===== src/rtl/wordcount_dma_sequencer.sv =====
// Job sequencer for the wordcount datapath: splits a host job into chunk-sized
// read/write transfer pairs and reports busy/done/error back to the host.
module wordcount_dma_sequencer #(
    parameter int unsigned CHUNK_WORDS         = 64,
    parameter logic [63:0] RESULT_OFFSET       = 64'h0000_0000_1000_0000,
    parameter int unsigned BYTES_PER_WORD_LOG2 = 6
) (
    input  logic        clk,
    input  logic        reset,
    input  logic        kick,
    input  logic [31:0] command,
    input  logic [31:0] num_of_words,
    input  logic [63:0] global_memory_offset,
    output logic        busy,
    output logic        done,
    output logic        error,
    output logic [31:0] chunk_count,
    input  logic        beat_fire,
    output logic        reader_ctrl_start,
    input  logic        reader_ctrl_done,
    output logic [63:0] reader_ctrl_addr_offset,
    output logic [63:0] reader_ctrl_xfer_size_in_bytes,
    output logic        writer_ctrl_start,
    input  logic        writer_ctrl_done,
    output logic [63:0] writer_ctrl_addr_offset,
    output logic [63:0] writer_ctrl_xfer_size_in_bytes
);

    typedef enum logic [2:0] {
        IDLE     = 3'd0,
        RD_ISSUE = 3'd1,
        RD_WAIT  = 3'd2,
        WR_ISSUE = 3'd3,
        WR_WAIT  = 3'd4,
        FINISH   = 3'd5
    } state_t;

    localparam logic [31:0] CMD_NOP     = 32'd0;
    localparam logic [31:0] CMD_RUN     = 32'd1;
    localparam logic [31:0] CHUNK_LEN   = 32'(CHUNK_WORDS);
    localparam logic [63:0] CHUNK_BYTES = 64'(CHUNK_WORDS) << BYTES_PER_WORD_LOG2;

    function automatic logic [31:0] clip_len(input logic [31:0] words);
        return (words > CHUNK_LEN) ? CHUNK_LEN : words;
    endfunction

    function automatic logic [63:0] len_bytes(input logic [31:0] words);
        return {32'd0, words} << BYTES_PER_WORD_LOG2;
    endfunction

    // state is kept as a named signal so checkers can bind to it directly
    state_t      state;
    state_t      state_next;
    logic [31:0] remaining;
    logic [31:0] cur;
    logic [31:0] beat_cnt;
    logic [31:0] rem_after;
    logic [31:0] next_cur;
    logic [31:0] final_beats;
    logic        last_chunk;
    logic        start_run;
    logic        illegal_cmd;

    assign rem_after   = remaining - cur;
    assign next_cur    = clip_len(rem_after);
    assign last_chunk  = (rem_after == 32'd0);
    assign final_beats = beat_cnt + {31'd0, beat_fire};
    assign start_run   = (command == CMD_RUN) && (num_of_words != 32'd0);
    assign illegal_cmd = (command != CMD_NOP) && (command != CMD_RUN);

    always_ff @(posedge clk or posedge reset) begin
        if (reset) begin
            state <= IDLE;
        end else begin
            state <= state_next;
        end
    end

    always_comb begin
        state_next        = state;
        busy              = 1'b1;
        done              = 1'b0;
        reader_ctrl_start = 1'b0;
        writer_ctrl_start = 1'b0;
        case (state)
            IDLE: begin
                busy = 1'b0;
                if (kick) begin
                    state_next = start_run ? RD_ISSUE : FINISH;
                end
            end
            RD_ISSUE: begin
                reader_ctrl_start = 1'b1;
                state_next        = RD_WAIT;
            end
            RD_WAIT: begin
                if (reader_ctrl_done) begin
                    state_next = WR_ISSUE;
                end
            end
            WR_ISSUE: begin
                writer_ctrl_start = 1'b1;
                state_next        = WR_WAIT;
            end
            WR_WAIT: begin
                if (writer_ctrl_done) begin
                    state_next = last_chunk ? FINISH : RD_ISSUE;
                end
            end
            FINISH: begin
                done       = 1'b1;
                state_next = IDLE;
            end
            default: begin
                busy       = 1'b0;
                state_next = IDLE;
            end
        endcase
    end

    // Transfer descriptors are loaded on the edge that enters the ISSUE state,
    // so they are valid alongside the start pulse and held until the next one.
    always_ff @(posedge clk or posedge reset) begin
        if (reset) begin
            remaining                      <= 32'd0;
            cur                            <= 32'd0;
            beat_cnt                       <= 32'd0;
            error                          <= 1'b0;
            chunk_count                    <= 32'd0;
            reader_ctrl_addr_offset        <= 64'd0;
            reader_ctrl_xfer_size_in_bytes <= 64'd0;
            writer_ctrl_addr_offset        <= 64'd0;
            writer_ctrl_xfer_size_in_bytes <= 64'd0;
        end else begin
            case (state)
                IDLE: begin
                    if (kick) begin
                        remaining   <= num_of_words;
                        cur         <= clip_len(num_of_words);
                        error       <= illegal_cmd;
                        chunk_count <= 32'd0;
                        if (start_run) begin
                            reader_ctrl_addr_offset        <= global_memory_offset;
                            reader_ctrl_xfer_size_in_bytes <= len_bytes(clip_len(num_of_words));
                        end
                    end
                end
                RD_ISSUE: begin
                    beat_cnt <= 32'd0;
                end
                RD_WAIT: begin
                    if (beat_fire) begin
                        beat_cnt <= final_beats;
                    end
                    if (reader_ctrl_done) begin
                        // a short or long stream is flagged but the chunk still completes
                        if (final_beats != cur) begin
                            error <= 1'b1;
                        end
                        writer_ctrl_addr_offset        <= reader_ctrl_addr_offset + RESULT_OFFSET;
                        writer_ctrl_xfer_size_in_bytes <= reader_ctrl_xfer_size_in_bytes;
                    end
                end
                WR_WAIT: begin
                    if (writer_ctrl_done) begin
                        chunk_count <= chunk_count + 32'd1;
                        remaining   <= rem_after;
                        if (!last_chunk) begin
                            cur                            <= next_cur;
                            reader_ctrl_addr_offset        <= reader_ctrl_addr_offset + CHUNK_BYTES;
                            reader_ctrl_xfer_size_in_bytes <= len_bytes(next_cur);
                        end
                    end
                end
                default: begin
                end
            endcase
        end
    end

endmodule


===== config.mk =====
export PLATFORM = sky130hd
export DESIGN_NAME = wordcount_dma_sequencer
export DESIGN_NICKNAME = d
export VERILOG_FILES = /design/src/rtl/wordcount_dma_sequencer.sv
export SDC_FILE = /design/constraint.sdc
export NUM_CORES = 1
export LEC_CHECK = 0
export BUFFER_PORTS_ARGS = -buffer_cell sky130_fd_sc_hd__buf_2
export CORE_ASPECT_RATIO = 1.1
export CORE_MARGIN = 3
export CORE_UTILIZATION = 50
export DETAILED_ROUTE_END_ITERATION = 8
export PLACE_DENSITY = 0.86
export SYNTH_ARGS = -nofsm -noshare
export SYNTH_HDL_FRONTEND = slang
export SYNTH_SLANG_ARGS = --single-unit

===== constraint.sdc =====
create_clock -name clk -period 11.57 [get_ports clk]
set_input_delay 1.7355 -clock clk [delete_from_list [all_inputs] [get_ports clk]]
set_output_delay 1.7355 -clock clk [all_outputs]
set_load 0.05 [all_outputs]

* Word-level counts from Yosys, hierarchy flattened *
Cells that the tools add are included.

storage, ports and cells
  flip-flop bits (word level) = 388
  output and inout port bits = 293
  input bits = 134

operators by class
  mux-type cells = 38
  magnitude comparators = 2
  $add $sub $neg = 5
  reductions and logical operators = 17
  eq/ne operators = 15

operator list
  operator                                                                          count
  64-bit 2-to-1 mux                                                                 8
  32-bit 2-to-1 mux                                                                 10
  32-bit one-hot mux with 2 select lines                                            4
  64-bit one-hot mux with 2 select lines                                            2
  64-bit by 13-bit adder with 64-bit output, second input constant                  1
  64-bit by 29-bit adder with 64-bit output, second input constant                  1
  32-bit by 7-bit greater-than comparator with 1-bit output, second input constant  2
  32-bit nonzero test                                                               2
  32-bit by 1-bit adder with 32-bit output                                          1
  32-bit by 1-bit adder with 32-bit output, second input constant                   1
  32-bit by 1-bit == test with 1-bit output, second input constant                  1
  32-bit zero test                                                                  1
  32-bit by 1-bit != test with 1-bit output, second input constant                  1
  32-bit != test                                                                    1
  32-bit subtractor                                                                 1
  3-bit 2-to-1 mux                                                                  5
  3-bit one-hot mux with 5 select lines                                             1
  2-bit != test, second input constant                                              7
  4-bit AND reduction                                                               2
  1-bit 2-to-1 mux                                                                  7
  3-bit by 2-bit == test with 1-bit output, second input constant                   2
  3-bit == test, second input constant                                              2
  3-bit AND reduction                                                               2
  2-bit nonzero test                                                                3
  other kinds (7)                                                                   9

* Logic depth before layout (Yosys ltp) *
Gate-level depths: netlist of run 1.

  word-level depth = 6
  gate-level depth with buffers = 16
  gate-level depth less buffers = 13

* Worst setup path before layout of run 1 *
No wires, ideal clock.

  kind = in2reg
  start point = input port beat_fire
  end point = register error
  library setup time = 118 ps
  cell stages on the path = 11
  data arrival time = 4529 ps
  slack = 6923 ps
  cell sequence = ha_1 ha_1 nand3_1 or4_1 nor3_1 and3_1 clkbuf_1 nand3_1 or3_1 a221o_1 a21o_1

on the way
  longest elaborated chain between the ends = 4

ends and longest elaborated chain
  what                                      line  RTL
  start, declared                           18    input logic beat_fire,
  32-bit by 1-bit adder with 32-bit output  67    assign final_beats = beat_cnt + {31'd0, beat_fire};
  32-bit != test                            157   if (final_beats != cur) begin
  2-bit != test (no line)                   --
  4-bit AND reduction (no line)             --
  end signal, assigned                      140   error <= illegal_cmd;
  end, declared                             16    output logic error,

Every way passes these cells.
A chain may end at the register's enable or synchronous reset.

* Worst setup path after layout of run 1 *
  start point = register cur[0]
  end point = register reader_ctrl_addr_offset[63]

on the way
  longest elaborated chain between the ends = 4

ends and longest elaborated chain
  what                           line  RTL
  start, declared                55    logic [31:0] cur;
  start signal, assigned         139   cur <= clip_len(num_of_words);
  start signal, assigned         169   cur <= next_cur;
  32-bit subtractor              64    assign rem_after = remaining - cur;
  32-bit zero test               66    assign last_chunk = (rem_after == 32'd0);
  2-bit != test (no line)        --
  5-bit AND reduction (no line)  --
  end signal, assigned           143   reader_ctrl_addr_offset <= global_memory_offset;
  end signal, assigned           170   reader_ctrl_addr_offset <= reader_ctrl_addr_offset + CHUNK_BYTES;
  end, declared                  21    output logic [63:0] reader_ctrl_addr_offset,

Every way passes these cells.

==> summary.txt, run 1 <==
SYNTH
--------------------------------------------------------------------------------------------------
Share of synthesized cell area in full adder, half adder and majority cells                 0.0253
Multiplexer share of the synthesized area                                                   0.0465
Count of unique library cells instantiated by Yosys                                             78
Warnings, synthesis                                                                              0
Sequential area share after synthesis                                                        0.437
Post-synthesis xor/xnor area fraction                                                       0.0580
Synthesized netlist cell count                                                                2073
Biggest area consumer among synthesized cells                                         sky130_fd_sc_hd__dfrtp_1
Flop and latch count out of synthesis                                                          324
Share of the synthesized area in the top cell type                                           0.437
Count of flip-flops with a built-in enable after synthesis                                       0
Most frequently used cell type in the post-synthesis netlist                          sky130_fd_sc_hd__dfrtp_1
Largest family of logic cells by synthesized area                                     simple AND/OR/NAND/NOR gates
Fraction of registers with async set or reset after synthesis                                 1.00
Synth Area in Compound Gates                                                                 0.179
Leading cell types by count after synthesis                                           324 x sky130_fd_sc_hd__dfrtp_1, 220 x sky130_fd_sc_hd__nor2_1, 192 x sky130_fd_sc_hd__nand2_1, 144 x sky130_fd_sc_hd__a21oi_1, 142 x sky130_fd_sc_hd__o21ai_0
Synth Flop Type                                                                       sky130_fd_sc_hd__dfrtp_1
Netlist area before placement                                                          18600 sq um
Synth area leaders                                                                    sky130_fd_sc_hd__dfrtp_1 44%, sky130_fd_sc_hd__nor2_1 4.4%, sky130_fd_sc_hd__mux2_2 4.0%, sky130_fd_sc_hd__a21oi_1 3.9%, sky130_fd_sc_hd__nand2_1 3.9%
Synth Area in Simple Gates                                                                   0.191
Synth Area per Inst                                                                     8.96 sq um

CRITICAL PATH
--------------------------------------------------------------------------------------------------
Data arrival time of the critical path                                                     6.06 ns
Internal reg-to-reg setup slack                                                            5.86 ns
Setup crit start                                                                      cur[0]$_DFFE_PP0P_
Largest driver fanout on the critical path                                                      63
Category of the worst setup path launch point                                            flip-flop
Worst-case reg-to-reg path depth                                                                13
Critical path endpoint                                                                reader_ctrl_addr_offset[63]$_DFFE_PP0P_
Type of the setup path with the least slack                                           flip-flop to flip-flop
CP required                                                                               11.92 ns
Capturing element type of the critical path                                              flip-flop
Beginning of the worst register-to-register path                                      cur[0]$_DFFE_PP0P_
Worst R2R End                                                                         reader_ctrl_addr_offset[63]$_DFFE_PP0P_

DIE
--------------------------------------------------------------------------------------------------
Starting density of the core                                                                 0.511
Vert. Die Dim                                                                          208 microns
Die width                                                                              190 microns
I/O pin count                                                                                  427
Core Region                                                                            36400 sq um
Die area                                                                               39500 sq um
Cell row count                                                                                  73

GRT
--------------------------------------------------------------------------------------------------
Global router's overall resource usage                                                       0.299
Vias in the first global route                                                               17008
Maximum number of pins on one net before global-route repair                                   102
Initial antenna violation count                                                                  7
Remaining Overflow, GRT                                                                          0
Global-route wire length before repair                                                     95.0 mm

LAYOUT
--------------------------------------------------------------------------------------------------
Final non-filler cell total                                                                   2888
Footprint of the multi-input gates                                                      9540 sq um
Total number of nets in the final design                                                      2546
Area overhead of the layout relative to synthesis                                            16.3%
Finished layout cell area                                                              21600 sq um
Number of inserted filler cells in the final layout                                           3172
Sequential cell area in the final layout                                                8110 sq um
Share of post-route cells with drive strength above 1                                        0.216

ROUTE
--------------------------------------------------------------------------------------------------
Antenna viol nets, final                                                                         0
Via count                                                                                    17357
Number of remaining DRC errors                                                                   0
Post-DR wirelength/cell                                                               21.3 microns
DR pass1 iterations                                                                              6
Avg Vias per Cell                                                                             6.01
Total routed wirelength                                                                    61.6 mm
Drt first-iter violations                                                                     1751

TIMING
--------------------------------------------------------------------------------------------------
Unrepaired setup endpoints after global routing                                                 no
Max-slew violation total from the final report                                                   0
F_max                                                                                      175 MHz
Worst hold slack                                                                          0.482 ns
Final Critical Period                                                                      5.71 ns
Final count of negative-setup-slack endpoints                                                    0
Slew at the pin closest to its max-slew limit                                              1.26 ns
Final hold viol count                                                                            0
Clk_skew                                                                                 0.0194 ns
Final cycle utilization of the critical path                                                 0.494
Setup slack after layout                                                                   5.86 ns
Setup TNS after final layout                                                                  0 ns
Worst relative slew slack                                                                    0.155

CLOCKING
--------------------------------------------------------------------------------------------------
CTS tree                                                                                      done
Count of H-tree levels built during CTS                                                          2
Source-to-sink clock delay at the later pin of the worst-skew pair                         0.54 ns
Hold-fix buffer count after cts                                                                  0
Number of buffers created by CTS                                                                36
Maximum root-to-sink buffer count                                                                3
Clock transition time at the flip-flop clock pins of the worst setup and hold paths        0.06 ns
Quantity of gates resized following cts                                                          0
Number of clock sinks                                                                          324
Postcts setup bufs                                                                               0
Clock tree root driver cell                                                           sky130_fd_sc_hd__clkbuf_16

PLACED DESIGN
--------------------------------------------------------------------------------------------------
GPL Wtd Cong                                                                                 0.927
Cell area after placement                                                              20400 sq um
Number of buffer cells added on primary ports                                                  362
Post-Place Cells                                                                              2824
Final HPWL from detailed placement                                                         44.3 mm
Pre-CTS setup slack                                                                        5.85 ns

JOB
--------------------------------------------------------------------------------------------------
Number of max-cap violations                                                                     0

POWER AND IR DROP
--------------------------------------------------------------------------------------------------
Cell area power density                                                                258 nW/um^2
LEAKAGE                                                                                    10.1 nW
Maximum vdd ir drop                                                                       0.241 mV

HOLD PATH
--------------------------------------------------------------------------------------------------
Class of the worst hold path                                                          flip-flop to flip-flop

RUN STATUS
--------------------------------------------------------------------------------------------------
Run status                                                                               completed

-- stage by stage --
| step | total power [mW] | util |
|---|---|---|
| after CTS | 5.55 | 0.594 |
| after global placement | 4.34 | 0.562 |
| after global routing | 5.85 | 0.594 |
| after detailed placement | 4.39 | 0.562 |
| final | 5.58 | 0.594 |
| after floorplan | 3.67 | - |
-- cell usage in the layout, fill, tap and decap left out, types with 45 or more instances in the layout --
master | netlist | layout
sky130_fd_sc_hd__o21ai_0 | 142 | 142
sky130_fd_sc_hd__dfrtp_1 | 324 | 324
sky130_fd_sc_hd__a21oi_1 | 144 | 144
sky130_fd_sc_hd__inv_1 | 65 | 64
sky130_fd_sc_hd__xor2_1 | 52 | 52
sky130_fd_sc_hd__nor2_1 | 220 | 219
sky130_fd_sc_hd__conb_1 | 1 | 64
sky130_fd_sc_hd__nand3_1 | 64 | 64
sky130_fd_sc_hd__mux2_2 | 66 | 66
sky130_fd_sc_hd__and2_1 | 46 | 45
sky130_fd_sc_hd__xnor2_1 | 71 | 71
sky130_fd_sc_hd__buf_2 | 16 | 362
sky130_fd_sc_hd__nand2_1 | 192 | 190
-- cells by family (layout without fill, tap and decap cells) --
family | Yosys count | after routing
buffers and inverters | 242 | 506
XOR/XNOR | 123 | 123
multiplexers | 78 | 78
other | 1 | 65
AND/OR/NAND/NOR | 738 | 738
flip-flops | 324 | 324
AO/OA/AOI/OAI | 530 | 530
adder cells (fa/ha/maj) | 37 | 37
-- layer usage --
layer | share of wire | track usage | up-vias | wire (microns)
li1 | - | - | 7847 | -
met1 | 0.38 | 0.376 | 8426 | 23600
met2 | 0.49 | 0.508 | 897 | 30000
met3 | 0.082 | 0.0580 | 181 | 5060
met4 | 0.045 | 0.120 | 6 | 2790
met5 | 0.00063 | 0 | - | 39
-- cell type report --
cell class / count / area share
Multi-Input combinational cell: 1570 / 0.442
Sequential cell: 324 / 0.375
Timing Repair Buffer: 378 / 0.0895
Clock buffer: 55 / 0.0492
Tap cell: 487 / 0.0282
Inverter: 65 / 0.0116
Clock inverter: 8 / 0.00440
Antenna cell: 1 / 0.000116
-- power breakdown --
group	internal, mW	switching [mW]	total [mW]
Clock	0.660	0.487	1.15
Sequential	1.38	0.300	1.68
Combinational	0.786	1.96	2.75
-- state kept, by name (all words and copies together), names as in the netlist --
register / flops
error: 1
state: 3
writer_ctrl_addr_offset: 64
beat_cnt: 32
chunk_count: 32
cur: 32
remaining: 32
reader_ctrl_addr_offset: 64
writer_ctrl_xfer_size_in_bytes: 32
reader_ctrl_xfer_size_in_bytes: 32
-- how the worst min path moves through the flow --
stage / from / endpoint / cells after the start
finish: remaining[7]$_DFFE_PP0P_ / remaining[7]$_DFFE_PP0P_ / 2
global route: writer_ctrl_addr_offset[16]$_DFFE_PP0P_ / writer_ctrl_addr_offset[16]$_DFFE_PP0P_ / 1
CTS: remaining[7]$_DFFE_PP0P_ / remaining[7]$_DFFE_PP0P_ / 2
detailed placement: remaining[7]$_DFFE_PP0P_ / remaining[7]$_DFFE_PP0P_ / 2
global placement: remaining[7]$_DFFE_PP0P_ / remaining[7]$_DFFE_PP0P_ / 2
floorplan: remaining[21]$_DFFE_PP0P_ / remaining[21]$_DFFE_PP0P_ / 2
-- worst max-delay path, stage by stage, from the launching register on --
cell and delay (ns):
sky130_fd_sc_hd__dfrtp_1 0.40, sky130_fd_sc_hd__ha_1 0.22, sky130_fd_sc_hd__fa_1 0.40, sky130_fd_sc_hd__and2b_1 0.24
sky130_fd_sc_hd__o2111ai_2 0.23, sky130_fd_sc_hd__and2_1 0.28, sky130_fd_sc_hd__o221ai_1 0.26, sky130_fd_sc_hd__nand2b_1 0.08
sky130_fd_sc_hd__or4_1 0.48, sky130_fd_sc_hd__or4b_1 0.72, sky130_fd_sc_hd__nor4_4 0.27, sky130_fd_sc_hd__buf_4 0.59
sky130_fd_sc_hd__or2_2 0.99, sky130_fd_sc_hd__o21ai_0 0.26
No activity file was read; power rests on OpenSTA's default activity.
==> inputs of run 2 (changes only) <==
Clock period 11.57 ns to 5.6 ns, I/O delays scaled along.
==> run 2 against run 1 <==
Combinational power up 110%. Final cell count about the same. Die area unchanged. Critical path type unchanged. Largest cell class unchanged. Largest power group unchanged.
==> summary.txt, run 2 (synthesis results as in run 1) <==
CLOCKING
--------------------------------------------------------------------------------------------------
Number of buffers created by CTS                                                                36   unchanged
Clock tree root driver cell                                                           sky130_fd_sc_hd__clkbuf_16   unchanged
Number of clock sinks                                                                          324   unchanged
Count of H-tree levels built during CTS                                                          2   unchanged
Postcts setup bufs                                                                               0   unchanged
CTS tree                                                                                      done   unchanged
Hold-fix buffer count after cts                                                                  0   unchanged
Maximum root-to-sink buffer count                                                                3   unchanged
Source-to-sink clock delay at the later pin of the worst-skew pair                         0.54 ns   about the same
Clock transition time at the flip-flop clock pins of the worst setup and hold paths        0.07 ns   was 0.06 ns
Quantity of gates resized following cts                                                          0   unchanged

CRITICAL PATH
--------------------------------------------------------------------------------------------------
Critical path's top delay family                                                      compound AO/OA/AOI/OAI gates   was simple AND/OR/NAND/NOR gates
CP required                                                                                5.97 ns   was 11.92 ns
Category of the worst setup path launch point                                            flip-flop   unchanged
Critical Path Slowest Stage Cell                                                      sky130_fd_sc_hd__a211oi_1   was sky130_fd_sc_hd__or2_2
Worst path buffer plus inverter count                                                            1   unchanged
Type of the setup path with the least slack                                           flip-flop to flip-flop   unchanged
Cell breakdown of the critical path                                                   ha_1 -> fa_1 -> and2b_1 -> o2111ai_2 -> a21oi_1 -> o21ai_0 -> a21oi_1 -> nor4_1 -> o21ai_0 -> nor4_4 -> buf_12 -> a211oi_1 -> o22ai_1   was ha_1 -> fa_1 -> and2b_1 -> o2111ai_2 -> and2_1 -> o221ai_1 -> nand2b_1 -> or4_1 -> or4b_1 -> nor4_4 -> buf_4 -> or2_2 -> o21ai_0
Largest driver fanout on the critical path                                                      59   was 63
Largest incremental delay on the critical path                                             0.97 ns   was 0.99 ns
Internal reg-to-reg setup slack                                                            0.72 ns   was 5.86 ns
Capturing element type of the critical path                                              flip-flop   unchanged
Data arrival time of the critical path                                                     5.25 ns   was 6.06 ns

TIMING
--------------------------------------------------------------------------------------------------
F_max                                                                                      205 MHz   was 175 MHz
Clk_skew                                                                                 0.0211 ns   was 0.0194 ns
Worst relative slew slack                                                                    0.203   was 0.155
Final cycle utilization of the critical path                                                 0.872   was 0.494
Unrepaired setup endpoints after global routing                                                 no   unchanged
Setup slack after layout                                                                  0.719 ns   was 5.86 ns
Final hold viol count                                                                            0   unchanged
Setup TNS after final layout                                                                  0 ns   unchanged
Final count of negative-setup-slack endpoints                                                    0   unchanged
Max-slew violation total from the final report                                                   0   unchanged
Final Critical Period                                                                      4.88 ns   was 5.71 ns
Slew at the pin closest to its max-slew limit                                              1.19 ns   was 1.26 ns
Worst hold slack                                                                          0.496 ns   was 0.482 ns

DIE
--------------------------------------------------------------------------------------------------
Core Region                                                                            36400 sq um   unchanged
I/O pin count                                                                                  427   unchanged
Die width                                                                              190 microns   unchanged
Die area                                                                               39500 sq um   unchanged
Cell row count                                                                                  73   unchanged
Vert. Die Dim                                                                          208 microns   unchanged
Starting density of the core                                                                 0.511   unchanged

PLACED DESIGN
--------------------------------------------------------------------------------------------------
Number of buffer cells added on primary ports                                                  362   unchanged
Post-Place Cells                                                                              2824   unchanged
Final HPWL from detailed placement                                                         44.0 mm   was 44.3 mm
Cell area after placement                                                              20500 sq um   was 20400 sq um
Pre-CTS setup slack                                                                       0.881 ns   was 5.85 ns
GPL Wtd Cong                                                                                 0.974   was 0.927

HOLD PATH
--------------------------------------------------------------------------------------------------
Class of the worst hold path                                                          flip-flop to flip-flop   unchanged

POWER AND IR DROP
--------------------------------------------------------------------------------------------------
Cell area power density                                                                531 nW/um^2   was 258 nW/um^2
Overall power after layout                                                                 11.5 mW   was 5.58 mW
Maximum vdd ir drop                                                                       0.486 mV   was 0.241 mV
LEAKAGE                                                                                    10.1 nW   about the same

ROUTE
--------------------------------------------------------------------------------------------------
Post-DR wirelength/cell                                                               21.0 microns   was 21.3 microns
Drt first-iter violations                                                                     1727   was 1751
Avg Vias per Cell                                                                             5.99   was 6.01
Antenna viol nets, final                                                                         0   unchanged
Via count                                                                                    17318   was 17357
Total routed wirelength                                                                    60.7 mm   was 61.6 mm
Number of remaining DRC errors                                                                   0   unchanged
DR pass1 iterations                                                                              6   unchanged

LAYOUT
--------------------------------------------------------------------------------------------------
Most used cells in the layout excluding fill and tap cells                            362 x sky130_fd_sc_hd__buf_2, 324 x sky130_fd_sc_hd__dfrtp_1, 219 x sky130_fd_sc_hd__nor2_1   unchanged
Final non-filler cell total                                                                   2890   was 2888
Leading cell type in the layout, fill and taps excluded                               sky130_fd_sc_hd__buf_2   unchanged
Finished layout cell area                                                              21700 sq um   was 21600 sq um
Area overhead of the layout relative to synthesis                                            16.8%   was 16.3%
Total number of nets in the final design                                                      2546   unchanged
Share of post-route cells with drive strength above 1                                        0.216   about the same
Regs by FF count                                                                      reader_ctrl_addr_offset (64), writer_ctrl_addr_offset (64)   unchanged
Post-route core utilization                                                                  0.596   was 0.594

GRT
--------------------------------------------------------------------------------------------------
Vias in the first global route                                                               17112   was 17008
Met2 demand-to-capacity share in global routing                                              0.498   was 0.508
Fraction of met3 tracks used by global routing                                              0.0683   was 0.0580
Initial antenna violation count                                                                  4   was 7
Busiest layer in global routing                                                               met2   unchanged
Met1 track utilization from global routing                                                   0.373   was 0.376
Maximum number of pins on one net before global-route repair                                   112   was 102
Global router's overall resource usage                                                       0.298   was 0.299
Remaining Overflow, GRT                                                                          0   unchanged
Global-route wire length before repair                                                     95.2 mm   was 95.0 mm

JOB
--------------------------------------------------------------------------------------------------
Number of max-cap violations                                                                     0   unchanged

RUN STATUS
--------------------------------------------------------------------------------------------------
Run status                                                                               completed   unchanged

## run 2: worst paths after layout
check / start / to / cells past startpoint
min in group asynchronous: reset / reader_ctrl_addr_offset[49]$_DFFE_PP0P_ / 2
max reg2reg: cur[0]$_DFFE_PP0P_ / reader_ctrl_addr_offset[40]$_DFFE_PP0P_ / 13
max in group asynchronous: reset / chunk_count[31]$_DFFE_PP0P_ / 3
max: cur[0]$_DFFE_PP0P_ / reader_ctrl_addr_offset[40]$_DFFE_PP0P_ / 13
min reg2reg: remaining[21]$_DFFE_PP0P_ / remaining[21]$_DFFE_PP0P_ / 2
min: remaining[21]$_DFFE_PP0P_ / remaining[21]$_DFFE_PP0P_ / 2
## run 2: layout make-up
cell class | instances | area [sq um]
Fill cell | 3114 | 14700
Multi-Input combinational cell | 1570 | 9540
Sequential cell | 324 | 8110
Timing Repair Buffer | 378 | 1990
Clock buffer | 50 | 1000
Tap cell | 487 | 609
Inverter | 65 | 248
Clock inverter | 10 | 164
Antenna cell | 6 | 15.0
## run 2: layer usage
layer | wire (microns) | up-vias
li1 | - | 7857
met1 | 23000 | 8336
met2 | 29700 | 935
met3 | 5460 | 188
met4 | 2550 | 2
met5 | 7 | -
## run 2: worst min-delay path, delay by kind of cell, from the launching register on
family	cells	cell delay [ns]
simple gates	2	0.11
flops	1	0.35
## run 2: report_power, final
group	switching, mW	internal, mW
clock network	0.981	1.40
registers	0.620	2.85
logic	4.03	1.64
